<file path="config.mk">
export PLATFORM = sky130hd
export DESIGN_NAME = contador_palabras
export DESIGN_NICKNAME = d
export VERILOG_FILES = /design/src/rtl/contador_palabras.sv
export SDC_FILE = /design/constraint.sdc
export NUM_CORES = 1
export LEC_CHECK = 0
export CAP_MARGIN = 20
export CORE_MARGIN = 2
export CORE_UTILIZATION = 35
export CTS_CLUSTER_DIAMETER = 40
export CTS_CLUSTER_SIZE = 24
export DETAILED_ROUTE_END_ITERATION = 10
export GPL_ROUTABILITY_DRIVEN = 0
export PLACE_DENSITY = 0.63
export SETUP_SLACK_MARGIN = 0.2
export SLEW_MARGIN = 25
export SYNTH_ARGS = -nofsm -noshare
export SYNTH_HDL_FRONTEND = slang
export SYNTH_SLANG_ARGS = --single-unit
export TNS_END_PERCENT = 100
</file>
<file path="constraint.sdc">
create_clock -name clk -period 2.5 [get_ports clk]
set_input_delay 0.375 -clock clk [delete_from_list [all_inputs] [get_ports clk]]
set_output_delay 0.375 -clock clk [all_outputs]
set_load 0.01 [all_outputs]
</file>
<file path="src/rtl/contador_palabras.sv">
// -----------------------------------------------------------------------------
// contador_palabras
// Word counter at the output side of the transaction layer. Counts the words
// actually popped from each output FIFO (counters 0..N_FIFOS-1) plus a
// running total (counter N_FIFOS). It answers req/idx counter reads with a
// one-cycle latency, and only while the layer FSM reports idle.
//
// Ports:
//   clk             in   1        single clock, posedge
//   reset           in   1        synchronous, active-low; clears all state
//   init            in   1        synchronous clear of all counters
//   idle            in   1        layer FSM idle; reads are served only while 1
//   pop             in   N_FIFOS  pop strobes of output FIFOs
//   fifo_empty      in   N_FIFOS  empty flags, same cycle as pop
//   req             in   1        counter read request (level)
//   idx             in   3        counter select: 0..N_FIFOS-1 per FIFO,
//                                 N_FIFOS total, above that invalid
//   salida_contador out  WIDTH    selected counter value
//   valid_contador  out  1        salida_contador valid this cycle
//
// Configuration macro:
//   CONTADOR_SATURATE_EN  counters saturate at 2**WIDTH-1 instead of wrapping.
//                         The total saturates independently of the others.
// -----------------------------------------------------------------------------
module contador_palabras #(
    parameter int WIDTH   = 5,
    parameter int N_FIFOS = 4
) (
    input  logic               clk,
    input  logic               reset,
    input  logic               init,
    input  logic               idle,
    input  logic [N_FIFOS-1:0] pop,
    input  logic [N_FIFOS-1:0] fifo_empty,
    input  logic               req,
    input  logic [2:0]         idx,
    output logic [WIDTH-1:0]   salida_contador,
    output logic               valid_contador
);

    typedef enum logic [1:0] {
        CUENTA   = 2'd0,
        LISTO    = 2'd1,
        RESPONDE = 2'd2
    } estado_t;

    estado_t            estado_r;
    estado_t            estado_nxt_s;

    logic [WIDTH-1:0]   cnt_r     [N_FIFOS+1];
    logic [WIDTH-1:0]   cnt_nxt_s [N_FIFOS+1];
    logic [N_FIFOS-1:0] pop_ef_s;
    logic [WIDTH-1:0]   salida_nxt_s;
    logic               valid_nxt_s;

    // Number of set bits, widened to WIDTH+1 so it can be added to a counter
    // without losing the carry.
    function automatic logic [WIDTH:0] popcount(input logic [N_FIFOS-1:0] v);
        logic [WIDTH:0] acc;
        acc = {(WIDTH+1){1'b0}};
        for (int i = 0; i < N_FIFOS; i++) begin
            acc = acc + {{WIDTH{1'b0}}, v[i]};
        end
        return acc;
    endfunction

    // Counter update: wraps modulo 2**WIDTH, or clamps at all-ones when
    // saturation is enabled.
    function automatic logic [WIDTH-1:0] incr(input logic [WIDTH-1:0] base,
                                              input logic [WIDTH:0]   delta);
        logic [WIDTH:0] sum;
        sum = {1'b0, base} + delta;
`ifdef CONTADOR_SATURATE_EN
        if (sum > {1'b0, {WIDTH{1'b1}}}) begin
            return {WIDTH{1'b1}};
        end else begin
            return sum[WIDTH-1:0];
        end
`else
        return sum[WIDTH-1:0];
`endif
    endfunction

    // A pop on an empty FIFO moves no word and is not counted.
    assign pop_ef_s = pop & ~fifo_empty;

    // Next counter values; init clears everything and drops this cycle's pops.
    always_comb begin
        for (int i = 0; i <= N_FIFOS; i++) begin
            cnt_nxt_s[i] = {WIDTH{1'b0}};
        end
        if (init) begin
            for (int i = 0; i <= N_FIFOS; i++) begin
                cnt_nxt_s[i] = {WIDTH{1'b0}};
            end
        end else begin
            for (int i = 0; i < N_FIFOS; i++) begin
                cnt_nxt_s[i] = incr(cnt_r[i], {{WIDTH{1'b0}}, pop_ef_s[i]});
            end
            // The total is its own register fed by the popcount, so it stays
            // consistent with the per-FIFO counters without an adder tree.
            cnt_nxt_s[N_FIFOS] = incr(cnt_r[N_FIFOS], popcount(pop_ef_s));
        end
    end

    // Next state of the read FSM; idle low forces CUENTA from any state.
    always_comb begin
        estado_nxt_s = estado_r;
        if (!idle) begin
            estado_nxt_s = CUENTA;
        end else begin
            case (estado_r)
                CUENTA:   estado_nxt_s = LISTO;
                LISTO:    estado_nxt_s = req ? RESPONDE : LISTO;
                RESPONDE: estado_nxt_s = req ? RESPONDE : LISTO;
                default:  estado_nxt_s = CUENTA;
            endcase
        end
    end

    // Read response: sample the pre-increment counter whenever req and idle
    // are both high, so a request arriving with idle is answered next cycle.
    always_comb begin
        salida_nxt_s = salida_contador;
        valid_nxt_s  = 1'b0;
        if (idle && req) begin
            if (idx <= 3'(N_FIFOS)) begin
                salida_nxt_s = cnt_r[idx];
                valid_nxt_s  = 1'b1;
            end else begin
                salida_nxt_s = {WIDTH{1'b0}};
                valid_nxt_s  = 1'b0;
            end
        end else begin
            salida_nxt_s = salida_contador;
            valid_nxt_s  = 1'b0;
        end
    end

    // FSM state register.
    always_ff @(posedge clk) begin
        if (!reset) begin
            estado_r <= CUENTA;
        end else begin
            estado_r <= estado_nxt_s;
        end
    end

    // Counter registers.
    always_ff @(posedge clk) begin
        if (!reset) begin
            for (int i = 0; i <= N_FIFOS; i++) begin
                cnt_r[i] <= {WIDTH{1'b0}};
            end
        end else begin
            for (int i = 0; i <= N_FIFOS; i++) begin
                cnt_r[i] <= cnt_nxt_s[i];
            end
        end
    end

    // Registered read outputs.
    always_ff @(posedge clk) begin
        if (!reset) begin
            salida_contador <= {WIDTH{1'b0}};
            valid_contador  <= 1'b0;
        end else begin
            salida_contador <= salida_nxt_s;
            valid_contador  <= valid_nxt_s;
        end
    end

endmodule
</file>
=== After elaboration in Yosys (flattened, before gate mapping) ===
Memories as Yosys holds them, arrays and structs flattened.
Index checks and enable logic that the tools add are counted.

* ROM bits: 0
* Bits in latches: 0
* Memory bits (writable): 25
* Input bits: 16
* Word-level logic and storage cells: 31
* Memories kept: 1
* Flip-flop bits (word level): 6

{| class="wikitable"
|+ Memories
! memory !! words !! width !! rd ports !! clocked after memory_dff !! wr ports !! line !! text
|-
| cnt_r || 5 || 5 || 6 || 0 || 5 || 50 || <nowiki>logic [WIDTH-1:0] cnt_r [N_FIFOS+1];</nowiki>
|}

* Add/subtract/negate cells: 8
* Divide/modulo/power cells: 0
* Reduce and logical (&&, ||, !) cells: 2
* Bitwise logic cells: 7
* Order comparisons: 1
* Multiply operators: 0
* Eq/ne operators: 0
* Muxes and demuxes: 10
* Shift operators: 0

{| class="wikitable"
|+ Operator list
! operator !! count
|-
| 5-bit 2-to-1 mux || 6
|-
| 25-bit 2-to-1 mux || 1
|-
| 5-bit by 1-bit adder with 5-bit output || 4
|-
| 5-bit by 4-bit adder with 5-bit output || 1
|-
| 1-bit OR || 5
|-
| 3-bit by 1-bit adder with 4-bit output || 1
|-
| 4-bit AND || 1
|-
| 4-bit NOT || 1
|-
| 2-bit by 1-bit adder with 3-bit output || 1
|-
| 3-bit <= comparator, second input constant || 1
|-
| 1-bit 2-to-1 mux || 3
|-
| 1-bit by 1-bit adder with 2-bit output || 1
|-
| 2-bit AND reduction || 1
|-
| 1-bit logical AND || 1
|}

=== Logic depth before layout (Yosys ltp) ===
Gate-level depths: netlist of the first run.

* Depth after elaboration: 8
* Gate-level depth with buffers: 9
* Gate-level depth less buffers: 9

=== Worst setup path after synthesis of the first run ===
Ideal clock, no wire load.

* Path kind: input port to flip-flop
* From: in pop[1]
* To: mem cnt_r[4][4]
* Cell stages on the path: 9
* Path slack: 0.147 ns
* Library setup time: 0.128 ns
* Arrival: 2.225 ns
* Cell sequence: nor2b_1 > inv_1 > fa_1 > inv_1 > fa_1 > fa_1 > nand3_1 > xor2_1 > nor2_1

{| class="wikitable"
|+ RTL lines
! item !! line !! text
|-
| start, declared || 33 || <nowiki>input logic [N_FIFOS-1:0] pop,</nowiki>
|-
| end, declared || 50 ||
|}

==> summary.md, run 1 <==
| Metric | Value |
|---|---|
| Via/cell ratio | 4.78 |
| Max_cap viols | 0 |
| DIE AREA | 0.00485 sq mm |
| WHS | 0.516 ns |
| Min-Delay Startpoint | cnt_r[1][4] |
| Final Cycle Share | 87.7% |
| Hold Vio Cnt, Final | 0 |
| ANT cells | 0 |
| Min-Delay Path Depth | 2 |
| Crit path DAT | 2.33 ns |
| Share of the yosys chip area belonging to registers | 41.1% |
| Wire per inst | 13.0 microns |
| R2r endpoint | cnt_r[4][4] |
| Post-synthesis cell area | 0.00151 sq mm |
| Top cell type by total area after synthesis | dfxtp_1 |
| Initial antenna violation count | 0 |
| # nets final | 205 |
| Post-route setup slack | 0.307 ns |
| Drt first-iter violations | 55 |
| Worst vdd ir | 0.260 mV |
| Share of the synthesized area in the top cell type | 41.1% |
| Overflow after GRT | 0 |
| Initial Util | 36.9% |
| Outcome | completed |
| Cell Count, Final, Fillers Out | 228 |
| FP Rows | 23 |
| Syn_nets | 174 |
| Hold buffers post-CTS | 0 |
| CTS clk-pin slew, worst paths | 0.06 ns |
| CTS tree | yes |
| Fmax | 0.456 GHz |
| Worst R2R Path Depth | 5 |
| Pwr/cell area | 536 mW/mm^2 |
| Clk_lat worst skew | 0.27 ns |
| Setup Viol. Count Final | 0 |
| I/O Pins | 22 |
| FF-to-FF Start | cnt_r[4][0] |
| Pre-CTS WS | -0.346 ns |
| Avg Cell Area, Syn | 10.3 sq um |
| TritonCTS buffer count | 5 |
| Post-route cell area | 0.00194 sq mm |
| Sink of the worst hold path | cnt_r[1][4] |
| Cell leakage power | 0.794 nW |
| Yosys warns | 0 |
| Core Util, Final | 47.4% |
| GR Util All Layers | 13.2% |
| Die width | 69.7 microns |
| Syn Inst Count | 146 |
| Placed wire-length estimate | 2.28 mm |
| Hold Path Class | reg -> reg |
| Share of cells above drive strength 1 | 15.7% |
| Global-route wire length before repair | 5.13 mm |
| Slew Viols, Final | 0 |
| Vias in the first global route | 1149 |
| Flop-to-flop setup slack | 0.95 ns |
| Layout area overhead | 28.3% |
| H-Tree Depth | 2 |
| Worst Path Required | 2.64 ns |
| Yosys cell types | 28 |
| Setup repair after global routing missed its margin | no |
| Via count | 1089 |
| Startpoint types | primary input |
| Setup CP Type | in -> reg |
| Total length of routed wires | 2.96 mm |
| Placed Cells | 218 |
| #FFs+latches synth | 31 |
| Core area | 0.00409 sq mm |
| Worst-margin pin slew | 0.604 ns |
| Top cells by area, synth | dfxtp_1 41%, ha_1 7.5%, mux2i_1 6.6% |
| Largest net degree at the start of global routing | 16 |
| CTS sink cnt | 31 |
| Slew HR | 59.7% |
| Max clock buf depth | 2 |
| Clk_skew | 0.00564 ns |
| Final min period | 2.19 ns |
| DRC | 0 |
| Clk root buf | clkbuf_8 |
| Post-DP Area | 0.00180 sq mm |
| Antenna viol nets, final | 0 |
| # port buffers | 21 |
| DR pass1 iterations | 4 |
| Die Y | 69.7 microns |
| Setup crit end kind | flop |
| Crit Path Max Fanout | 2 |
[cell families after synthesis]
family / Yosys count / synth area share, %
compound gates: 19 / 9.45
simple gates: 45 / 15.4
buf+inv: 10 / 3.07
flops: 31 / 41.1
xor+xnor: 14 / 8.13
fa+ha+maj: 12 / 11.4
mux: 15 / 11.4
[power breakdown]
group | internal (W) | total, W | leakage, nW | switching (W)
combinational | 0.0000585 | 0.000107 | 0.492 | 0.0000481
clock | 0.000251 | 0.000423 | 0.0515 | 0.000172
sequential | 0.000501 | 0.000508 | 0.250 | 0.00000647
total | 0.000811 | 0.00104 | 0.794 | 0.000226
[metal layers]
metal / GRT usage (%) / routed length (microns) / vias up
met4: 4.49 / 34 / 0
met2: 22.4 / 1470 / 26
met3: 3.05 / 148 / 2
li1: - / - / 559
met1: 16.4 / 1310 / 502
met5: 0 / 0 / -
[worst max-delay path, cell delays in order]
cell and delay (ns):
clkdlybuf4s15_1 0.20, nor2b_4 0.13, inv_2 0.04, fa_1 0.52
inv_2 0.04, fa_2 0.35, fa_2 0.38, nand3_2 0.08
xor2_1 0.14, nor2_1 0.06
[timing repair]
item	4_1_cts	5_1_grt
buffers inserted	1	1
gates cloned	0	0
pin swaps	4	3
setup endpoints to repair	3	1
gates resized for setup	14	2
[final cells by class]
| type | count | area [sq um] |
|---|---|---|
| flip-flops and latches | 31 | 621 |
| well taps | 50 | 62.6 |
| clock buffers | 8 | 100 |
| fillers | 405 | 2150 |
| multi-input cells | 105 | 875 |
| inverters | 7 | 26.3 |
| repair buffers | 27 | 251 |
[worst max path at each step]
stage / depth (start not counted) / slack [ns] / end / from
after floorplan: 9 / 0.25 / cnt_r[4][4] / pop[1]
after global placement: 10 / -0.26 / cnt_r[4][4] / pop[1]
after detailed placement: 10 / -0.35 / cnt_r[4][4] / pop[1]
after CTS: 10 / 0.20 / cnt_r[4][4] / fifo_empty[1]
after global routing: 10 / 0.20 / cnt_r[4][4] / fifo_empty[1]
final: 10 / 0.31 / cnt_r[4][4] / fifo_empty[1]
[placed cells by master (no fill, tap or decap)]
master | Yosys | final
fa_2 | 0 | 2
dlygate4sd2_1 | 0 | 3
clkdlybuf4s15_1 | 0 | 3
fa_1 | 3 | 1
clkbuf_8 | 0 | 7
nand3_2 | 0 | 1
nand2_1 | 1 | 1
nand2b_1 | 3 | 1
inv_2 | 0 | 2
a22oi_1 | 5 | 5
buf_4 | 0 | 6
nand3_1 | 9 | 8
a2bb2oi_1 | 5 | 5
o21ai_0 | 1 | 1
a21oi_1 | 2 | 2
dfxtp_1 | 31 | 31
nor2_1 | 15 | 15
and3_1 | 1 | 1
nor2b_4 | 0 | 1
mux2i_1 | 10 | 10
ha_1 | 9 | 9
xor2_1 | 9 | 9
clkbuf_1 | 1 | 1
or3_1 | 1 | 1
clkdlybuf4s50_1 | 0 | 15
a211oi_1 | 5 | 5
and2_1 | 11 | 11
inv_1 | 7 | 5
nand2b_4 | 0 | 2
nor2b_1 | 2 | 1
o21ai_2 | 1 | 1
xnor2_1 | 5 | 5
and2b_2 | 1 | 1
mux2_4 | 4 | 4
mux2_2 | 1 | 1
or2_1 | 1 | 1
[synthesized netlist by cell type]
master,number
and2b_2,1
or2_1,1
nor2_1,15
nand2_1,1
inv_1,7
a2bb2oi_1,5
xnor2_1,5
buf_6,1
a21oi_1,2
mux2i_1,10
fa_1,3
xor2_1,9
clkbuf_2,1
ha_1,9
and3_1,1
nor2b_1,2
a22oi_1,5
o21ai_2,1
a211oi_1,5
dfxtp_1,31
mux2_2,1
clkbuf_1,1
and2_1,11
nand2b_1,3
o21ai_0,1
nand3_1,9
mux2_4,4
or3_1,1
[registers in the layout, indices dropped and copies added (netlist names)]
| name | flops |
|---|---|
| cnt_r | 25 |
| salida_contador | 5 |
| valid_contador | 1 |
[per-stage QoR]
stage,setup TNS [ns],total power [W]
2_1_floorplan,0,0.000572
3_3_place_gp,-0.584,0.000612
3_5_place_dp,-0.847,0.000616
4_1_cts,0,0.00104
5_1_grt,0,0.00109
6_report,0,0.00104
Note: power is estimated with default switching activity, not from simulation.
==> inputs of run 2 (changes only) <==
--- a/config.mk
+++ b/config.mk
@@ -12,7 +12,7 @@
 export CTS_CLUSTER_SIZE = 24
 export DETAILED_ROUTE_END_ITERATION = 10
 export GPL_ROUTABILITY_DRIVEN = 0
-export PLACE_DENSITY = 0.63
+export PLACE_DENSITY = 0.68
 export SETUP_SLACK_MARGIN = 0.2
 export SLEW_MARGIN = 25
 export SYNTH_ARGS = -nofsm -noshare
==> summary.md, run 2 (synthesized netlist as in run 1, its figures left out) <==
| Metric | Value |
|---|---|
| Outcome | completed |
| Die width | 69.7 microns (unchanged) |
| Setup CP Type | in -> reg |
| # port buffers | 21 (unchanged) |
| Share of cells above drive strength 1 | 15.3% (-0.48 points) |
| R2r endpoint | cnt_r[4][4] |
| Max_cap viols | 0 (unchanged) |
| Slew Viols, Final | 0 (unchanged) |
| Pwr/cell area | 540 mW/mm^2 (+0.73%) |
| Slew HR | 59.6% (-0.14 points) |
| CP peak stage delay | 0.54 ns (+0.02 ns) |
| H-Tree Depth | 2 (unchanged) |
| FP Rows | 23 (unchanged) |
| Vias in the first global route | 1122 (-2.3%) |
| Family with the most delay on the worst path | adder cells |
| Via/cell ratio | 4.93 (+3.3%) |
| Total power | 0.00104 W (+0.15%) |
| Startpoint types | primary input |
| Cell leakage power | 0.791 nW (-0.38%) |
| Commonest non-fill, non-tap cell in the layout | dfxtp_1 |
| Global-route wire length before repair | 5.09 mm (-0.94%) |
| Post-route setup slack | 0.260 ns (-0.0476 ns) |
| # nets final | 204 (-0.49%) |
| CTS sink cnt | 31 (unchanged) |
| Die Y | 69.7 microns (unchanged) |
| Core Util, Final | 47.1% (-0.28 points) |
| Layout area overhead | 27.5% |
| Hold Path Class | reg -> reg |
| Placed wire-length estimate | 2.29 mm (+0.50%) |
| CTS clk-pin slew, worst paths | 0.06 ns (about the same) |
| Crit path buffers/inverters | 2 (-1) |
| Highest-count cells in the layout ignoring fill and taps | 31 x dfxtp_1, 15 x nor2_1, 15 x clkdlybuf4s50_1 |
| Post-route cell area | 0.00192 sq mm (-0.58%) |
| Fmax | 0.446 GHz (-2.1%) |
| DRC | 0 (unchanged) |
| FF-to-FF Start | cnt_r[4][0] |
| Worst Path Required | 2.65 ns (about the same) |
| WHS | 0.512 ns (-0.00436 ns) |
| Hold Vio Cnt, Final | 0 (unchanged) |
| Worst path depth | 9 (-1) |
| CTS tree | yes |
| Setup repair after global routing missed its margin | no |
| Core area | 0.00409 sq mm (unchanged) |
| Crit. Startpoint | fifo_empty[0] |
| Largest net degree at the start of global routing | 16 (unchanged) |
| Via count | 1120 (+2.8%) |
| Total length of routed wires | 3.06 mm (+3.6%) |
| Worst-margin pin slew | 0.606 ns (+0.00215 ns) |
| ANT cells | 0 (unchanged) |
| Worst vdd ir | 0.262 mV (+0.66%) |
| Fillers | 372 (-8.1%) |
| Post-DP Area | 0.00180 sq mm (unchanged) |
| Initial antenna violation count | 0 (unchanged) |
| Antenna viol nets, final | 0 (unchanged) |
| Drt first-iter violations | 31 (-44%) |
| Largest registers | cnt_r (25), salida_contador (5), valid_contador (1) |
| Crit Path Max Fanout | 2 (unchanged) |
| Critical Path Most Common Cell | fa_2 |
| Min-Delay Startpoint | cnt_r[3][4] |
| TritonCTS buffer count | 5 (unchanged) |
| DR pass1 iterations | 4 (unchanged) |
| Largest Register | cnt_r |
| Final Cycle Share | 89.6% (+1.9 points) |
| DIE AREA | 0.00485 sq mm (unchanged) |
| CP max stage cell | fa_1 |
| Initial Util | 36.9% (unchanged) |
| Crit path cell chain | dlygate4sd2_1 > nand2b_4 > fa_1 > inv_2 > fa_2 > fa_2 > nand3_2 > xor2_1 > nor2_1 |
| Setup crit end kind | flop |
| Wire per inst | 13.5 microns (+4.1%) |
| GR Util All Layers | 13.7% (+0.52 points) |
| Max clock buf depth | 2 (unchanged) |
| Clk_skew | 0.00688 ns (+0.00124 ns) |
| Worst R2R Path Depth | 5 (unchanged) |
| Final min period | 2.24 ns (+0.0476 ns) |
| Setup Viol. Count Final | 0 (unchanged) |
| Number of flip-flops in the largest register | 25 (unchanged) |
| Overflow after GRT | 0 (unchanged) |
| Critical Path End | cnt_r[4][4] |
| Crit path DAT | 2.39 ns (+0.06 ns) |
| Clk_lat worst skew | 0.28 ns (about the same) |
| Clk root buf | clkbuf_8 |
| Flop-to-flop setup slack | 1.01 ns (+0.06 ns) |
| Pre-CTS WS | -0.295 ns (+0.0505 ns) |
| I/O Pins | 22 (unchanged) |
-- run 2: final cells by class --
class	count	area [sq um]	share of cell area, %
repair buffers	26	240	12.5
flip-flops and latches	31	621	32.2
multi-input cells	105	875	45.4
well taps	50	62.6	3.25
clock buffers	8	100	5.20
inverters	7	26.3	1.37
-- run 2: worst min-delay path, stage by stage (launching register included) --
cell and delay [ns]:
dfxtp_1 0.34, xor2_1 0.07, nor2_1 0.07
-- run 2: how the worst min path moves through the flow --
stage | to | slack (ns) | cells after the start
2_1_floorplan | cnt_r[4][3] | 0.47 | 2
3_3_place_gp | cnt_r[3][4] | 0.49 | 2
3_5_place_dp | cnt_r[1][4] | 0.50 | 2
4_1_cts | cnt_r[3][4] | 0.52 | 2
5_1_grt | cnt_r[3][4] | 0.55 | 2
6_report | cnt_r[3][4] | 0.51 | 2
-- run 2: where the power goes --
| group | leakage [nW] | switching (W) | internal (W) | total (W) |
|---|---|---|---|---|
| registers | 0.250 | 0.00000618 | 0.000501 | 0.000507 |
| logic | 0.489 | 0.0000472 | 0.0000548 | 0.000102 |
| clock network | 0.0515 | 0.000178 | 0.000251 | 0.000429 |
| total | 0.791 | 0.000232 | 0.000807 | 0.00104 |
-- run 2: layer usage --
metal | GRT usage, % | vias to the layer above | share of wire [%]
li1 | - | 558 | -
met1 | 16.7 | 523 | 48
met2 | 20.5 | 29 | 44
met3 | 5.23 | 10 | 5.1
met4 | 8.12 | 0 | 3.2
met5 | 0 | - | 0
-- run 2: timing repair --
item | CTS | global route
buffers inserted | 1 | 0
hold endpoints to repair | 0 | 0
endpoints found under the setup margin | 3 | 0
resized for setup | 13 | 0
hold buffers | 0 | 0
-- run 2: through the flow --
| step | instances | TNS [ns] |
|---|---|---|
| after floorplan | 146 | 0 |
| after global placement | 218 | -0.528 |
| after detailed placement | 218 | -0.666 |
| after CTS | 227 | 0 |
| after global routing | 227 | 0 |
| final | 227 | 0 |
